==> src/rtl/key_debouncer.sv <==
// Key/switch debouncer: 2-flop synchroniser, stability-qualified
// level FSM and a saturating rejected-bounce counter.
module key_debouncer #(
  parameter int STABLE_CYCLES = 500000,
  parameter int CNT_WIDTH     = 20,
  parameter int GLITCH_WIDTH  = 8
) (
  input  logic                    clk,
  input  logic                    rst_n,
  input  logic                    in,
  input  logic                    glitch_clr,
  output logic                    out,
  output logic [GLITCH_WIDTH-1:0] glitch_cnt
);

  typedef enum logic [1:0] {
    S_LOW,
    S_WAIT_HIGH,
    S_HIGH,
    S_WAIT_LOW
  } state_t;

  localparam logic [CNT_WIDTH-1:0] CNT_LAST =
    CNT_WIDTH'(STABLE_CYCLES - 1);
  localparam logic [GLITCH_WIDTH-1:0] GLITCH_MAX = '1;

  logic                    s1_q;
  logic                    s2_q;
  state_t                  state_q;
  state_t                  state_d;
  logic [CNT_WIDTH-1:0]    cnt_q;
  logic [CNT_WIDTH-1:0]    cnt_d;
  logic                    out_q;
  logic                    out_d;
  logic [GLITCH_WIDTH-1:0] glitch_q;
  logic [GLITCH_WIDTH-1:0] glitch_d;
  logic                    abort;

  always_ff @(posedge clk or negedge rst_n) begin
    if (!rst_n) begin
      s1_q     <= 1'b0;
      s2_q     <= 1'b0;
      state_q  <= S_LOW;
      cnt_q    <= '0;
      out_q    <= 1'b0;
      glitch_q <= '0;
    end else begin
      s1_q     <= in;
      s2_q     <= s1_q;
      state_q  <= state_d;
      cnt_q    <= cnt_d;
      out_q    <= out_d;
      glitch_q <= glitch_d;
    end
  end

  always_comb begin
    state_d = state_q;
    cnt_d   = cnt_q;
    abort   = 1'b0;
    unique case (state_q)
      S_LOW: begin
        if (s2_q) begin
          state_d = S_WAIT_HIGH;
          cnt_d   = '0;
        end
      end
      S_WAIT_HIGH: begin
        if (!s2_q) begin
          state_d = S_LOW;
          abort   = 1'b1;
        end else if (cnt_q == CNT_LAST) begin
          state_d = S_HIGH;
        end else begin
          cnt_d = cnt_q + 1'b1;
        end
      end
      S_HIGH: begin
        if (!s2_q) begin
          state_d = S_WAIT_LOW;
          cnt_d   = '0;
        end
      end
      S_WAIT_LOW: begin
        if (s2_q) begin
          state_d = S_HIGH;
          abort   = 1'b1;
        end else if (cnt_q == CNT_LAST) begin
          state_d = S_LOW;
        end else begin
          cnt_d = cnt_q + 1'b1;
        end
      end
      default: begin
        state_d = S_LOW;
        cnt_d   = '0;
      end
    endcase
  end

  // out is registered from the next state so it moves with the FSM
  always_comb begin
    out_d = (state_d == S_HIGH) || (state_d == S_WAIT_LOW);
  end

  always_comb begin
    glitch_d = glitch_q;
    if (glitch_clr) begin
      glitch_d = '0;
    end else if (abort && (glitch_q != GLITCH_MAX)) begin
      glitch_d = glitch_q + 1'b1;
    end
  end

  assign out        = out_q;
  assign glitch_cnt = glitch_q;

endmodule

==> config.mk <==
export PLATFORM = sky130hd
export DESIGN_NAME = key_debouncer
export DESIGN_NICKNAME = d
export VERILOG_FILES = /design/src/rtl/key_debouncer.sv
export SDC_FILE = /design/constraint.sdc
export NUM_CORES = 1
export LEC_CHECK = 0
export CORE_ASPECT_RATIO = 1.75
export CORE_MARGIN = 5
export CORE_UTILIZATION = 63
export DETAILED_ROUTE_END_ITERATION = 7
export DONT_BUFFER_PORTS = 1
export GPL_ROUTABILITY_DRIVEN = 0
export PLACE_DENSITY = 0.83
export SETUP_SLACK_MARGIN = 0.4
export SYNTH_ARGS = -nofsm -noshare
export SYNTH_HDL_FRONTEND = slang
export SYNTH_SLANG_ARGS = --single-unit
==> constraint.sdc <==
create_clock -name clk -period 5.8 [get_ports clk]
set_input_delay 0.58 -clock clk [delete_from_list [all_inputs] [get_ports clk]]
set_output_delay 0.58 -clock clk [all_outputs]
set_load 0.005 [all_outputs]
---- After elaboration in Yosys (flattened, before gate mapping) ----
Cells that the tools add are included.
storage, ports and cells
  bits in registers ....................... 33
  logic and storage cells ................. 42
cells by class
  add/sub/neg operators ................... 2
  eq/ne operators ......................... 11
  mux-type cells .......................... 18
  reduce and logical (&&, ||, !) cells .... 5
operator list
  kind                                                    count
  two-way mux 20 bit                                      5
  one-hot mux 20 bit (4 select lines)                     1
  adder 20 x 1 -> 20 bit (second input constant)          1
  equality test 20 x 19 -> 1 bit (second input constant)  1
  two-way mux 8 bit                                       2
  two-way mux 2 bit                                       6
  adder 8 x 1 -> 8 bit (second input constant)            1
  equality test 2 bit (second input constant)             4
  inequality test 2 bit (second input constant)           4
  inequality test 8 bit (second input constant)           1
  one-hot mux 2 bit (4 select lines)                      1
  AND reduction 4 bit                                     1
  equality test 2 x 1 -> 1 bit (second input constant)    1
  zero test 2 bit                                         1
  two-way mux 1 bit                                       2
  one-hot mux 1 bit (2 select lines)                      1
  nonzero test 2 bit                                      1
  logical AND 1 bit                                       1
  logical OR 1 bit                                        1

---- Depth between registers and ports, before layout ----
  word-level depth ........................ 6
  gate-level depth with buffers ........... 6
  mapped depth without buffers ............ 6

---- Worst setup path before layout ----
Ideal clock, no wire load.
  path kind ............................... flip-flop to flip-flop
  start point ............................. reg cnt_q[5]
  end point ............................... reg out_q, in the netlist out
  arrival time ............................ 1.988 ns
  data required time ...................... 5.672 ns
  slack ................................... 3.684 ns
  stages on the path, launching flop included .. 6
  cell sequence ........................... dfrtp_1 buf_6 or4b_1 or4_4 nor2_1 mux2_1
between the ends
  longest elaborated chain between the ends .. 6
  elaborated cells on any way between the ends .. 9
ends and longest elaborated chain
  element                               line    RTL
  start: declaration                    31      logic [CNT_WIDTH-1:0] cnt_q;
  start signal: assignment              51      cnt_q <= cnt_d;
  equality test 20 x 19 -> 1 bit *      72, 88
  two-way mux 2 bit (on tied branches)  88, 72
  two-way mux 2 bit (on tied branches)  85, 69
  one-hot mux 2 bit (4 select lines) *  61      unique case (state_q)
  equality test 2 bit                   103     out_d = (state_d == S_HIGH) || (state_d == S_WAIT_LOW);
  logical OR 1 bit *                    103
  net out_d                             34      logic out_d;
  end signal: assignment                52      out_q <= out_d;
  end: declaration                      33      logic out_q;
The timed path passes the listed nets; every way through them passes the cells marked *.
A chain may end at the register's enable or synchronous reset.

---- Worst setup path in the final report ----
  start point ............................. reg state_q[0]
  end point ............................... reg cnt_q[14]
between the ends
  longest elaborated chain between the ends .. 3
  elaborated cells on any way between the ends .. 10
ends and longest elaborated chain
  element                                      line  RTL
  start: declaration                           29    state_t state_q;
  start signal: assignment                     50    state_q <= state_d;
  equality test 2 bit (tied with other cells)  61
  inequality test 2 bit (no source line)       -
  AND reduction 4 bit (no source line)         -
Several ways; a longest one is shown, not always the timed one.

==> run_results.csv <==
group,metric,value,unit
synth,yosysUniqueCellTypes,50,
synth,syn-num-nets,194,
die,io_pins,13,
drt,drt-wirelength-per-cell,18.30,µm
worst_setup_path,crit_required,5.94,ns
die,die_h,81.02,µm
final_layout,fillers,203,
power,p_switching,0.1011,mW
sta,slew_viol_final,0,
place,place_ws,3.437,ns
drt,remaining_drc_errors,0,
final_layout,stdcell_count,214,
clocking,postCtsSetupBuffers,0,
clocking,clockBufferDepth,2,
worst_setup_path,crit_fanout,26,
global_routing,grt_max_degree,33,
final_layout,syn_to_final_growth,6.340,%
place,dpl.cell_count,205,
clocking,cts.sinks,32,
power,swShare,21.73,%
final_layout,mostFrequentLayoutCell,"dfrtp_1",
worst_setup_path,crit_type,"reg -> reg",
power,p_leak,0.7741,nW
final_layout,final_cell_mix,"dfrtp_1 (32), nand2_1 (15), nand3_1 (11)",
synth,synth_edf_count,0,
final_layout,diodes,0,
die,initial_utilization,65.95,%
sta,setup_violations,0,
clocking,cts_buffers,5,
outcome,status,"complete, no violations",
clocking,cts_tree,"done",
clocking,cts_root_buffer,"clkbuf_8",
global_routing,grt_overflow,0,
power,ir_worst_vdd,291.0,µV
global_routing,grt_pass1_wl,6941,µm
drt,ant_nets,0,
min_path,holdCritPathClass,"in -> async",
clocking,htreeDepth,2,
clocking,clock_latency,0.28,ns
power,p_int,0.3643,mW
sta,clock_skew,0.007419,ns
run,drv_cap,0,
worst_setup_path,crit_path_end_kind,"register",
synth,synthArstFlopShare,100.0,%
place,dp_hpwl,2765,µm
clocking,clkSlewWorstSetupHoldPaths,0.07,ns
sta,worst_slack,3.387,ns
synth,synth_ff_type,"dfrtp_1",
die,die_x,50.58,µm
power,p_comb_share,5.4,%
synth,synth_seq_cells,32,
sta,min_period,2.413,ns
place,portBuffers,0,
synth,yosysWarningCount,0,
sta,max_freq,0.4145,GHz
global_routing,antenna_found_initial,0,
sta,post-route-period-util,41.60,%
drt,drt-pass1-iter-count,4,
synth,syn_inst,188,
worst_setup_path,crit_arrival,2.56,ns
clocking,cts_resized,0,
final_layout,nets,192,
drt,routed-via-count,1504,
drt,drt-total-wl,3916,µm
power,p_clk_share,43.9,%
synth,ys_seq_area_share,44.11,%
final_layout,drive_gt1_share,8.021,%
global_routing,grt_util_all_layers,21.94,%
power,powerDensity,241.1,mW/mm²
sta,rsz0062_at_grt,"no",
synth,avgSynthCellArea,9.657,µm²
sta,finalSetupTns,0,ns
drt,via_per_inst,7.028,
sta,slew_headroom,47.03,%
global_routing,first_global_vias,1506,
die,core,0.002753,mm²
die,die-area,0.004098,mm²
sta,hold_viol,0,
die,fp-row-count,25,
power,seqPwrFrac,50.7,%
sta,worst_pin_slew,0.7946,ns
clocking,hold_buffers,1,
worst_setup_path,cp-start-kind,"register",
synth,synth_area,0.001815,mm²
drt,drt_iter0_drc,104,
cells in the mapped netlist, drive strengths merged, types with 3 or more instances:
cell type   n  area, µm²
a21o        3      22.52
and2        8      50.05
o21ai      10      65.06
inv         5      18.76
nand2      15      56.30
a31oi       8      50.05
buf         4      27.52
or4         4      33.78
o211ai      5      37.54
nor4        6      37.54
o41ai       4      35.03
nor2        8      30.03
a21oi       4      20.02
nand3      11      55.05
nand2b      3      18.77
mux2i       3      30.03
xor2        5      43.79
o31ai       7      52.55
dfrtp      32      800.8
or3         4      25.02
nand4       6      37.54
and4        3      26.28
clkbuf      7      26.28
sequential cells by signal, indices dropped and copies added (netlist names):
name / count
s1_q: 1
out: 1
s2_q: 1
cnt_q: 20
state_q: 1
glitch_cnt: 8
cell type report:
cell class                      instances  area (µm²)  area share, %
Clock inverter                          2       35.03          1.815
Tap cell                               27       33.78          1.750
Sequential cell                        32       800.8          41.48
Timing Repair Buffer                    2       27.53          1.426
Inverter                                5       18.77         0.9721
Multi-Input combinational cell        140       942.2          48.80
Clock buffer                            6       72.57          3.759
power by group through the flow:
stage	combinational, mW	sequential (mW)	clock [mW]
4_1_cts	0.0251	0.236	0.210
3_3_place_gp	0.0185	0.240	0
6_report	0.0249	0.236	0.204
3_5_place_dp	0.0191	0.240	0
2_1_floorplan	0.0185	0.236	0
5_1_grt	0.0285	0.237	0.225
through the flow:
step / hold slack, ns / utilization (%) / power [mW] / area [µm²]
after detailed placement: 0.2852 / 65.50 / 0.2593 / 1803
after floorplan: 0.2844 / - / 0.2548 / 1815
after global placement: 0.2851 / 65.50 / 0.2584 / 1803
after global routing: 0.1198 / 70.14 / 0.4906 / 1931
after CTS: 0.1181 / 70.14 / 0.4717 / 1931
final: 0.1213 / 70.14 / 0.4654 / 1931
path summary, 6_finish.rpt:
check                            from        end  slack, ns  cells after the start
setup / recovery           state_q[0]  cnt_q[14]       3.39                      4
hold / removal                  rst_n  cnt_q[13]       0.12                      1
setup reg to reg           state_q[0]  cnt_q[14]       3.39                      4
hold reg to reg                  s1_q       s2_q       0.36                      0
max in group asynchronous       rst_n   cnt_q[5]       5.51                      1
min in group clk                   in       s1_q       0.33                      0
per-layer routing:
metal  vias to the layer above  track usage [%]  part of all wire, %
met1                       725            23.88                   37
li1                        720                -                    -
met5                         -                0                    0
met4                         0            10.49                  2.6
met3                        11            5.688                  6.1
met2                        48            38.43                   54
cells by family (layout without fill, tap and decap cells):
kind of cell,Yosys count,in the layout,synth area share (%)
flops,32,32,44.11
xor+xnor,7,7,3.377
mux,5,5,2.895
compound gates,52,52,21.02
simple gates,74,74,23.23
buf+inv,16,15,3.997
fa+ha+maj,2,2,1.378
critical path, cell delays in order (launching register included):
cell and delay [ns]:
dfrtp_1 0.86, nand4b_1 0.21, or4_4 0.58, o21ai_2 0.47
o21ai_1 0.15
Note: power is estimated with default switching activity, not from simulation.
